==> src/rtl/uart_pkg.sv <==
// Shared UART definitions: arbiter FSM state encodings and baud timing constants
// common to the TX arbiter, the transmitter and uartrx_simple.
package uart_pkg;

  localparam int unsigned CLK_PERIOD = 10;     // ns, 100 MHz system clock
  localparam int unsigned BAUD_MULT  = 10416;  // clocks per bit at 9600 baud

  typedef enum logic [2:0] {
    ST_IDLE  = 3'd0,
    ST_LOAD  = 3'd1,
    ST_START = 3'd2,
    ST_WAIT  = 3'd3,
    ST_GAP   = 3'd4
  } state_t;

endpackage

==> src/rtl/uart_tx_arb_if.sv <==
// Requester byte streams plus the transmitter start/busy handshake shared by uart_tx_arb.
interface uart_tx_arb_if #(
  parameter int unsigned NREQ = 4
);
  logic [NREQ-1:0]   req;
  logic [8*NREQ-1:0] din;
  logic [NREQ-1:0]   last;
  logic [NREQ-1:0]   ack;
  logic [NREQ-1:0]   gnt;
  logic              tx_start;
  logic [7:0]        tx_data;
  logic              tx_busy;

  // master: requesters and transmitter; slave: the arbiter
  modport master (
    output req, din, last, tx_busy,
    input  ack, gnt, tx_start, tx_data
  );

  modport slave (
    input  req, din, last, tx_busy,
    output ack, gnt, tx_start, tx_data
  );
endinterface

==> src/rtl/uart_tx_arb_rr_pick.sv <==
// Combinational round-robin pick: first requester after ptr (wrapping), as one-hot and index.
module rr_pick #(
  parameter  int unsigned NREQ = 4,
  localparam int unsigned IW   = $clog2(NREQ)
) (
  input  logic [NREQ-1:0] req,
  input  logic [IW-1:0]   ptr,
  output logic [NREQ-1:0] gnt,
  output logic [IW-1:0]   idx,
  output logic            valid
);

  always_comb begin
    int unsigned cand;
    cand  = 0;
    gnt   = '0;
    idx   = '0;
    valid = 1'b0;
    for (int unsigned off = 1; off <= NREQ; off++) begin
      cand = (32'(ptr) + off) % NREQ;
      if (!valid && req[IW'(cand)]) begin
        valid            = 1'b1;
        idx              = IW'(cand);
        gnt[IW'(cand)]   = 1'b1;
      end
    end
  end

endmodule

==> src/rtl/uart_tx_arb.sv <==
// Round-robin packet arbiter feeding one UART transmitter, with an idle gap after each packet.
module uart_tx_arb
  import uart_pkg::*;
#(
  parameter int unsigned NREQ     = 4,
  parameter int unsigned GAP_CLKS = BAUD_MULT
) (
  input  logic               clk,
  input  logic               nrst,
  input  logic               en,
  uart_tx_arb_if.slave       bus,
  output logic [2:0]         out_state
);

  localparam int unsigned IW = $clog2(NREQ);
  localparam int unsigned CW = (GAP_CLKS == 0) ? 1 : $clog2(GAP_CLKS + 1);
  localparam logic [CW-1:0] GAP_LAST = (GAP_CLKS == 0) ? '0 : CW'(GAP_CLKS - 1);

  state_t            state_q, state_d;
  logic [NREQ-1:0]   gnt_q, gnt_d, ack_q, ack_d;
  logic [IW-1:0]     gidx_q, gidx_d, ptr_q, ptr_d;
  logic              tx_start_q, tx_start_d;
  logic [7:0]        tx_data_q, tx_data_d;
  logic              last_q, last_d;
  logic [CW-1:0]     cnt_q, cnt_d;

  logic [NREQ-1:0]   pick_gnt;
  logic [IW-1:0]     pick_idx;
  logic              pick_valid;

  rr_pick #(.NREQ(NREQ)) u_pick (
    .req   (bus.req),
    .ptr   (ptr_q),
    .gnt   (pick_gnt),
    .idx   (pick_idx),
    .valid (pick_valid)
  );

  always_ff @(posedge clk or negedge nrst) begin
    if (!nrst) begin
      state_q    <= ST_IDLE;
      gnt_q      <= '0;
      gidx_q     <= '0;
      ptr_q      <= IW'(NREQ - 1);
      ack_q      <= '0;
      tx_start_q <= 1'b0;
      tx_data_q  <= '0;
      last_q     <= 1'b0;
      cnt_q      <= '0;
    end else begin
      state_q    <= state_d;
      gnt_q      <= gnt_d;
      gidx_q     <= gidx_d;
      ptr_q      <= ptr_d;
      ack_q      <= ack_d;
      tx_start_q <= tx_start_d;
      tx_data_q  <= tx_data_d;
      last_q     <= last_d;
      cnt_q      <= cnt_d;
    end
  end

  // ptr only moves at packet end (completed or abandoned), which is what keeps the rotation fair
  always_comb begin
    state_d    = state_q;
    gnt_d      = gnt_q;
    gidx_d     = gidx_q;
    ptr_d      = ptr_q;
    ack_d      = '0;
    tx_start_d = 1'b0;
    tx_data_d  = tx_data_q;
    last_d     = last_q;
    cnt_d      = cnt_q;
    case (state_q)
      ST_IDLE: begin
        if (en && pick_valid) begin
          gnt_d   = pick_gnt;
          gidx_d  = pick_idx;
          state_d = ST_LOAD;
        end
      end
      ST_LOAD: begin
        if (bus.req[gidx_q]) begin
          tx_data_d  = bus.din[{gidx_q, 3'b000} +: 8];
          last_d     = bus.last[gidx_q];
          tx_start_d = 1'b1;
          ack_d      = gnt_q;
          state_d    = ST_START;
        end else begin
          gnt_d   = '0;
          ptr_d   = gidx_q;
          cnt_d   = '0;
          state_d = ST_GAP;
        end
      end
      ST_START: state_d = ST_WAIT;
      ST_WAIT: begin
        if (!bus.tx_busy) begin
          if (last_q) begin
            gnt_d   = '0;
            ptr_d   = gidx_q;
            cnt_d   = '0;
            state_d = ST_GAP;
          end else begin
            state_d = ST_LOAD;
          end
        end
      end
      ST_GAP: begin
        if (GAP_CLKS == 0 || cnt_q == GAP_LAST) state_d = ST_IDLE;
        else cnt_d = cnt_q + 1'b1;
      end
      default: state_d = ST_IDLE;
    endcase
  end

  assign bus.gnt      = gnt_q;
  assign bus.ack      = ack_q;
  assign bus.tx_start = tx_start_q;
  assign bus.tx_data  = tx_data_q;
  assign out_state    = state_q;

endmodule

==> src/flat_wrapper.sv <==
// flat-port wrapper written by rule: the top's interface ports become plain ports
module uart_tx_arb_flat import uart_pkg::*;
#(
  parameter int unsigned NREQ     = 4,
  parameter int unsigned GAP_CLKS = BAUD_MULT
)
  (clk, nrst, en, out_state, bus_req, bus_din, bus_last, bus_tx_busy, bus_ack, bus_gnt, bus_tx_start, bus_tx_data);
  uart_tx_arb_if #(.NREQ(NREQ)) bus_i ();
  input  logic clk;
  input  logic nrst;
  input  logic en;
  output logic [2:0] out_state;
  input wire logic [$bits(bus_i.req)-1:0] bus_req;
  input wire logic [$bits(bus_i.din)-1:0] bus_din;
  input wire logic [$bits(bus_i.last)-1:0] bus_last;
  input wire logic [$bits(bus_i.tx_busy)-1:0] bus_tx_busy;
  output wire logic [$bits(bus_i.ack)-1:0] bus_ack;
  output wire logic [$bits(bus_i.gnt)-1:0] bus_gnt;
  output wire logic [$bits(bus_i.tx_start)-1:0] bus_tx_start;
  output wire logic [$bits(bus_i.tx_data)-1:0] bus_tx_data;
  assign bus_i.req = bus_req;
  assign bus_i.din = bus_din;
  assign bus_i.last = bus_last;
  assign bus_i.tx_busy = bus_tx_busy;
  assign bus_ack = bus_i.ack;
  assign bus_gnt = bus_i.gnt;
  assign bus_tx_start = bus_i.tx_start;
  assign bus_tx_data = bus_i.tx_data;
  uart_tx_arb #(.NREQ(NREQ), .GAP_CLKS(GAP_CLKS)) u_core (.clk(clk), .nrst(nrst), .en(en), .bus(bus_i), .out_state(out_state));
endmodule
==> config.mk <==
export PLATFORM = sky130hd
export DESIGN_NAME = uart_tx_arb_flat
export DESIGN_NICKNAME = d
export VERILOG_FILES = /design/src/rtl/uart_pkg.sv /design/src/rtl/uart_tx_arb_if.sv /design/src/rtl/uart_tx_arb_rr_pick.sv /design/src/rtl/uart_tx_arb.sv /design/src/flat_wrapper.sv
export SDC_FILE = /design/constraint.sdc
export NUM_CORES = 1
export LEC_CHECK = 0
export ABC_AREA = 0
export CAP_MARGIN = 20
export CORE_MARGIN = 4
export CORE_UTILIZATION = 54
export CTS_CLUSTER_SIZE = 12
export DETAILED_ROUTE_END_ITERATION = 7
export PLACE_DENSITY = 0.86
export SLEW_MARGIN = 0
export SYNTH_ARGS = -nofsm -noshare
export SYNTH_HDL_FRONTEND = slang
export SYNTH_HIERARCHICAL = 1
export SYNTH_SLANG_ARGS = --single-unit
==> constraint.sdc <==
create_clock -name clk -period 5.7 [get_ports clk]
set_input_delay 1.14 -clock clk [delete_from_list [all_inputs] [get_ports clk]]
set_output_delay 1.14 -clock clk [all_outputs]
set_load 0.02 [all_outputs]
==> metrics, run 1 <==
status=complete, no violations; hold buffer count at CTS=0; Design Power=1.52 mW; pre-CTS setup slack=2.14 ns; Die W=78.3 um; FF+latch count, synth=39; initial antenna violation count=0; area growth from synthesis to layout=26.8%; # clock sinks=39; crit-path max FO=13; core area=around 4800 um^2; count of final setup violators=0; Clock Skews=0.00353 ns; reg-to-reg slack, setup=around 2.8 ns; first-pass GRT wire length=around 11,000 um; Mapped Nets=about 310; Finished Cell Area=3380 um^2; Routability Congestion=roughly 0.92; fin crit period=around 3.3 ns; drt initial violations=around 130; post-synthesis sequential area ratio=36.7%; worst-case reg-to-reg path depth=7; Worst setup EP type=flip-flop; Worst Slack Setup Final=between 2 and 2.5 ns; clk root buf=clkbuf_8; ANT nets after route=0; Via Count=between 2,000 and 2,500; syn avg cell area=slightly above 10 um^2; largest net degree at the start of global routing=40; Hold Path Class=flip-flop to flip-flop; Hold Crit Start=u_core/bus.tx_data[6]$_DFFE_PN0P_; vias per inst=between 5 and 6; Final Hold Vio Count=0; Yosys Warn Count=6; total I/O pin count=64; final net count=~370; Congestion Overflow GR=0; Max clock buf depth=2; postcts setup bufs=0; Final Non-Filler Cells=382; DR WL/cell=17.0 um; # placed instances=about 380; post-synthesis cell count=260; Max Freq=306 MHz; CTS clk-pin slew, worst paths=roughly 0.070 ns; Max VDD drop=roughly 260 uV; FF-to-FF Start=u_core/ptr_q[0]$_DFFE_PN1P_; 1st-pass router iterations=4; RSZ-0062 raised after global routing=false; Hold Path Stages=1; FF+latch area=978 um^2; leakage power=roughly 1.4 nW; Final Core Density=between 70% and 80%; Post-Route WL=~6500 um; Initial Utilization=a little under three fifths; Final Max Tran Viols=0; worst flop-to-flop path endpoint=u_core/bus.gnt[0]$_DFFE_PN0P_; CTS tree=yes; fill count=around 370; share of flip-flops with an asynchronous set or reset=between 90% and 100%; Post-synth EDFFs=0; vias in the first global route=between 2,000 and 2,500; Skew-Pair Late Insertion Delay=0.29 ns; Post-DP HPWL=4880 um; die area=6120 um^2; multi-input combinational cell area=around 1600 um^2; Worst-Margin Slew=0.974 ns; Ant. Diodes=0; max-cap violations=0; Synth cell types=a little under 60; placed cell area=about 3300 um^2; H-tree depth=2; critical path arrival=about 3.4 ns; Num CTS Buffers=5; Die Y=78.3 um; Max-slew headroom=between 30% and 40%; Fin Hold WS=between 0.4 and 0.5 ns; Required @ worst endpoint=between 5 and 6 ns; Remaining DRCs=0; Setup CP Type=primary input to flip-flop; post-CTS sizing=0; Min-Delay Endpoint=u_core/bus.tx_data[6]$_DFFE_PN0P_; startpoint types=primary input; row count=25; Fin Setup TNS=0 ns; mapped cell area=between 2000 and 3000 um^2; main flop type after synthesis=dfrtp_1; Tcrit/Tclk final=57.4%; Power Dens Cells=450 nW/um^2; fraction of layout cells with a size suffix above 1=between 10% and 20%; gr usage total=22.1%; I/O Buffers=63
-- worst max-delay path: stages --
cell	delay, ns
clkdlybuf4s50_1	0.71
mux2i_1	0.17
nor2b_1	0.17
a211oi_2	0.37
and2_1	0.49
mux2_1	0.39
-- layout by cell type (no fill, tap or decap), types with 6 or more instances in the layout --
| cell type | netlist | final |
|---|---|---|
| clkdlybuf4s50_1 | 0 | 62 |
| dfrtp_1 | 37 | 37 |
| nor2_1 | 19 | 19 |
| nand2_1 | 15 | 15 |
| mux4_2 | 11 | 11 |
| a31oi_1 | 11 | 11 |
| inv_1 | 11 | 11 |
| mux2_1 | 9 | 9 |
| nand4_1 | 9 | 9 |
| o21ai_0 | 9 | 9 |
| ha_1 | 9 | 9 |
| nand3_1 | 8 | 8 |
| a21oi_1 | 8 | 8 |
| clkbuf_8 | 0 | 6 |
| o31ai_1 | 6 | 6 |
| or3_1 | 6 | 6 |
-- power breakdown --
group	internal [mW]	switching, mW
combinational	0.400	0.417
sequential	0.371	0.147
clock	0.0949	0.0917
-- area by class of cell --
cell class / instances / area share [%]
flip-flops and latches: 39 / 29.0
inverters: 12 / 1.33
repair buffers: 64 / 18.7
clock buffers: 6 / 2.44
multi-input cells: 193 / 45.9
well taps: 67 / 2.48
clock inverters: 1 / 0.148
-- synthesized netlist by cell type, types with 3 or more instances --
master / number / share of area [%]
nand3_1: 8 / 1.5
a31oi_1: 11 / 2.6
dfrtp_1: 37 / 35
a2111o_1: 4 / 1.7
ha_1: 9 / 4.2
o21ai_0: 9 / 1.7
o21a_1: 3 / 0.85
mux2i_1: 5 / 1.9
buf_2: 6 / 1.1
a21oi_1: 8 / 1.5
nand2_1: 15 / 2.1
mux2_2: 5 / 2.1
mux2_1: 9 / 3.8
nand4_1: 9 / 2.1
nor2_1: 19 / 2.7
mux4_2: 11 / 9.3
or3_1: 6 / 1.4
inv_1: 11 / 1.5
and3_1: 5 / 1.2
a22o_1: 5 / 1.6
clkbuf_1: 6 / 0.85
a211oi_1: 3 / 0.85
nor2b_1: 3 / 0.70
and2_1: 3 / 0.70
o31ai_1: 6 / 1.7
-- state kept, by name (all words and copies together), names as in the netlist --
register / count
u_core/bus.ack: 4
u_core/bus.gnt: 4
u_core/bus.tx_data: 8
u_core/bus.tx_start: 1
u_core/cnt_q: 14
u_core/gidx_q: 2
u_core/last_q: 1
u_core/out_state: 3
u_core/ptr_q: 2
-- logic make-up after synthesis --
group	synth area share, %
xor gates and xnor gates	0.657
adders and majority gates	4.23
DFF	36.7
and+or+nand+nor	19.0
buffers and inverters	5.07
AOI/OAI and AO/OA	17.2
muxes	17.1
-- worst max path at each step --
| stage | from | end | slack, ns | depth (start not counted) |
|---|---|---|---|---|
| detailed placement | bus_req[0] | u_core/bus.tx_data[4]$_DFFE_PN0P_ | 2.14 | 6 |
| floorplan | bus_req[1] | u_core/bus.gnt[0]$_DFFE_PN0P_ | 2.93 | 7 |
| global placement | bus_req[2] | u_core/bus.tx_data[5]$_DFFE_PN0P_ | 2.28 | 6 |
| CTS | bus_req[0] | u_core/bus.tx_data[4]$_DFFE_PN0P_ | 2.46 | 6 |
| global route | bus_req[2] | u_core/bus.tx_data[4]$_DFFE_PN0P_ | 2.28 | 6 |
| finish | bus_req[2] | u_core/bus.tx_data[4]$_DFFE_PN0P_ | 2.43 | 6 |
-- layer usage --
| metal | vias up | share of wire [%] | GRT usage (%) | routed length [um] |
|---|---|---|---|---|
| met5 | - | 0 | 0 | 0 |
| met4 | 0 | 0.94 | 5.77 | 61 |
| met3 | 6 | 4.7 | 4.01 | 308 |
| met2 | 74 | 52 | 40.2 | 3410 |
| met1 | 1097 | 42 | 26.8 | 2730 |
| li1 | 1094 | - | - | - |
Note: power is estimated with default switching activity, not from simulation.
==> run 2: changes to the inputs <==
--- a/config.mk
+++ b/config.mk
@@ -8,10 +8,10 @@
 export ABC_AREA = 0
 export CAP_MARGIN = 20
 export CORE_MARGIN = 4
-export CORE_UTILIZATION = 54
+export CORE_UTILIZATION = 45
 export CTS_CLUSTER_SIZE = 12
 export DETAILED_ROUTE_END_ITERATION = 7
-export PLACE_DENSITY = 0.86
+export PLACE_DENSITY = 0.76
 export SLEW_MARGIN = 0
 export SYNTH_ARGS = -nofsm -noshare
 export SYNTH_HDL_FRONTEND = slang
==> constraint.sdc (replaced) <==
create_clock -name clk -period 2.7 [get_ports clk]
set_input_delay 0.54 -clock clk [delete_from_list [all_inputs] [get_ports clk]]
set_output_delay 0.54 -clock clk [all_outputs]
set_load 0.02 [all_outputs]
==> metrics, run 2 (same netlist as run 1, synthesis figures left out) <==
drt initial violations=154 (was 125); core area=5610 um^2 (was 4750 um^2); Remaining DRCs=0 (unchanged); Logic pwr share=58.7% (was 53.7%); Initial Utilization=47.5% (was 56.1%); 1st-pass router iterations=5 (was 4); fill count=472 (was 371); Critical-path top delay cell=dfstp_2 (was clkdlybuf4s50_1); Required @ worst endpoint=2.88 ns (was 5.87 ns); H-tree depth=2 (unchanged); Fin Setup TNS=0 ns (unchanged); Max clock buf depth=2 (unchanged); Final Hold Vio Count=0 (unchanged); Setup CP Type=flip-flop to flip-flop (was primary input to flip-flop); Via Count=2,359 (was 2,271); total internal power=2.03 mW (was 0.865 mW); max-cap violations=0 (unchanged); clk root buf=clkbuf_8 (unchanged); Worst setup EP type=flip-flop (unchanged); # clock sinks=39 (unchanged); Clock Skews=0.0108 ns (was 0.00353 ns); commonest cells after routing, fill and taps aside=62 x clkdlybuf4s50_1, 37 x dfrtp_1, 19 x nor2_1 (unchanged); fraction of layout cells with a size suffix above 1=15.4% (was 11.4%); clock share of power=13.5% (was 12.3%); pre-CTS setup slack=0.0637 ns (was 2.14 ns); crit-path max FO=9 (was 13); Hold Path Class=primary input to async pin (was flip-flop to flip-flop); commonest non-fill, non-tap cell in the layout=clkdlybuf4s50_1 (unchanged); die area=7220 um^2 (was 6120 um^2); count of final setup violators=0 (unchanged); hold buffer count at CTS=0 (unchanged); Tcrit/Tclk final=between 80% and 90%; postcts setup bufs=0 (unchanged); Sw Ratio=41.5% (was 43.1%); worst flop-to-flop path endpoint=u_core/bus.gnt[2]$_DFFE_PN0P_ (was u_core/bus.gnt[0]$_DFFE_PN0P_); post-CTS sizing=0 (unchanged); CTS tree=yes (unchanged); final net count=384 (was 368); Routability Congestion=0.974 (was 0.918); Die W=85.0 um (was 78.3 um); Congestion Overflow GR=0 (unchanged); multi-input combinational cell area=1550 um^2 (unchanged); Power Dens Cells=985 nW/um^2 (was 450 nW/um^2); initial antenna violation count=0 (unchanged); Fin Hold WS=0.335 ns (was 0.492 ns); fin crit period=~2.4 ns; Max Freq=414 MHz; part of the power in registers=27.8% (was 34.0%); startpoint types=flip-flop (was primary input); total I/O pin count=64 (unchanged); RSZ-0062 raised after global routing=false (unchanged); first-pass GRT wire length=11,400 um (was 10,800 um); Post-DP HPWL=5300 um (was 4880 um); reg-to-reg slack, setup=0.29 ns (was 2.80 ns); critical path arrival=2.59 ns (was 3.44 ns); ANT nets after route=0 (unchanged); status=complete, no violations (unchanged); row count=27 (was 25); gr usage total=19.7% (was 22.1%); CP cell instances=inv_1 -> ha_1 -> mux4_2 -> nand2_1 -> o311ai_0 -> or3_1 -> a22o_1 (was clkdlybuf4s50_1 -> mux2i_1 -> nor2b_1 -> a211oi_2 -> and2_1 -> mux2_1); Worst Slack Setup Final=0.286 ns (was 2.43 ns); CP peak stage delay=0.53 ns (was 0.71 ns); DR WL/cell=17.1 um (was 17.0 um); Final Max Tran Viols=0 (unchanged); Skew-Pair Late Insertion Delay=0.29 ns (about the same); Num CTS Buffers=5 (unchanged); Ant. Diodes=0 (unchanged); leakage power=1.47 nW (was 1.39 nW); Worst-Margin Slew=0.823 ns (was 0.974 ns); I/O Buffers=63 (unchanged); Max VDD drop=451 uV (was 261 uV); largest net degree at the start of global routing=40 (unchanged); Die Y=85.0 um (was 78.3 um); FF+latch area=978 um^2 (unchanged); Largest register FFs=14 (unchanged); vias per inst=5.84 (was 5.95); Max-slew headroom=45.1% (was 34.4%); Post-Route WL=6930 um (was 6510 um); Largest Register=u_core/cnt_q (unchanged); P_sw=1.44 mW (was 0.656 mW); vias in the first global route=2,334 (was 2,245); CTS clk-pin slew, worst paths=0.08 ns (was 0.07 ns); worst-case reg-to-reg path depth=7 (unchanged); area growth from synthesis to layout=32.3% (was 26.8%); FF-to-FF Start=u_core/ptr_q[0]$_DFFE_PN1P_ (unchanged)
==> run 2: cell count changes in the layout (fill, tap and decap cells not counted) <==
cell / previous run / this run
clkbuf_1: 0 / 2
clkinv_2: 1 / 0
buf_4: 1 / 17
clkbuf_8: 6 / 5
bufinv_16: 0 / 1
==> run 2: layout make-up <==
type | count | share of cell area, %
multi-input combinational | 193 | 44.0
inverter | 12 | 1.28
sequential | 39 | 27.8
clock buffer | 7 | 2.17
clock inverter | 1 | 0.852
timing repair buffer | 80 | 21.4
tap | 72 | 2.56
==> run 2: worst max path at each step <==
stage	startpoint	endpoint	slack, ns	cells past startpoint
floorplan	u_core/ptr_q[0]$_DFFE_PN1P_	u_core/bus.gnt[2]$_DFFE_PN0P_	0.12	10
global placement	bus_req[3]	u_core/bus.gnt[2]$_DFFE_PN0P_	0.13	6
detailed placement	bus_req[3]	u_core/bus.gnt[2]$_DFFE_PN0P_	0.06	6
CTS	u_core/ptr_q[0]$_DFFE_PN1P_	u_core/bus.gnt[3]$_DFFE_PN0P_	0.31	6
global route	u_core/ptr_q[0]$_DFFE_PN1P_	u_core/bus.gnt[0]$_DFFE_PN0P_	0.22	6
finish	u_core/ptr_q[0]$_DFFE_PN1P_	u_core/bus.gnt[2]$_DFFE_PN0P_	0.29	7
==> run 2: metal layers <==
layer | vias to the layer above | GRT usage (%) | part of all wire (%)
met2 | 83 | 33.2 | 50
met3 | 6 | 4.76 | 7.5
li1 | 1125 | - | -
met1 | 1145 | 25.6 | 42
met5 | - | 0 | 0
met4 | 0 | 4.75 | 1.0
==> run 2: power by group through the flow <==
stage	clock [mW]	sequential, mW	combinational (mW)
floorplan	0	1.08	1.20
global placement	0	0.964	1.99
detailed placement	0	0.977	2.03
CTS	0.482	0.966	2.04
global route	0.512	1.01	2.20
finish	0.469	0.966	2.04
==> run 2: critical path, delay by kind of cell, from the launching register on <==
kind | cells | cell delay [ns]
buf+inv | 1 | 0.09
flops | 1 | 0.53
fa+ha+maj | 1 | 0.50
mux | 1 | 0.43
compound gates | 2 | 0.33
simple gates | 2 | 0.42
==> run 2: per-stage QoR <==
step | utilization (%) | std cells | power [mW] | instance area [um^2]
floorplan | - | 260 | 2.28 | 2670
detailed placement | 61.0 | 396 | 3.01 | 3420
finish | 62.9 | 404 | 3.47 | 3520
global placement | 61.0 | 396 | 2.95 | 3420
CTS | 62.9 | 404 | 3.49 | 3520
global route | 62.9 | 404 | 3.71 | 3520
==> run 3: changes to the inputs <==
--- a/config.mk
+++ b/config.mk
@@ -9,7 +9,7 @@
 export CAP_MARGIN = 20
 export CORE_MARGIN = 4
 export CORE_UTILIZATION = 45
-export CTS_CLUSTER_SIZE = 12
+export CTS_CLUSTER_SIZE = 40
 export DETAILED_ROUTE_END_ITERATION = 7
 export PLACE_DENSITY = 0.76
 export SLEW_MARGIN = 0
==> results of run 3 <==
Same layout as run 2: the final DEF is identical, and so are final timing and power.
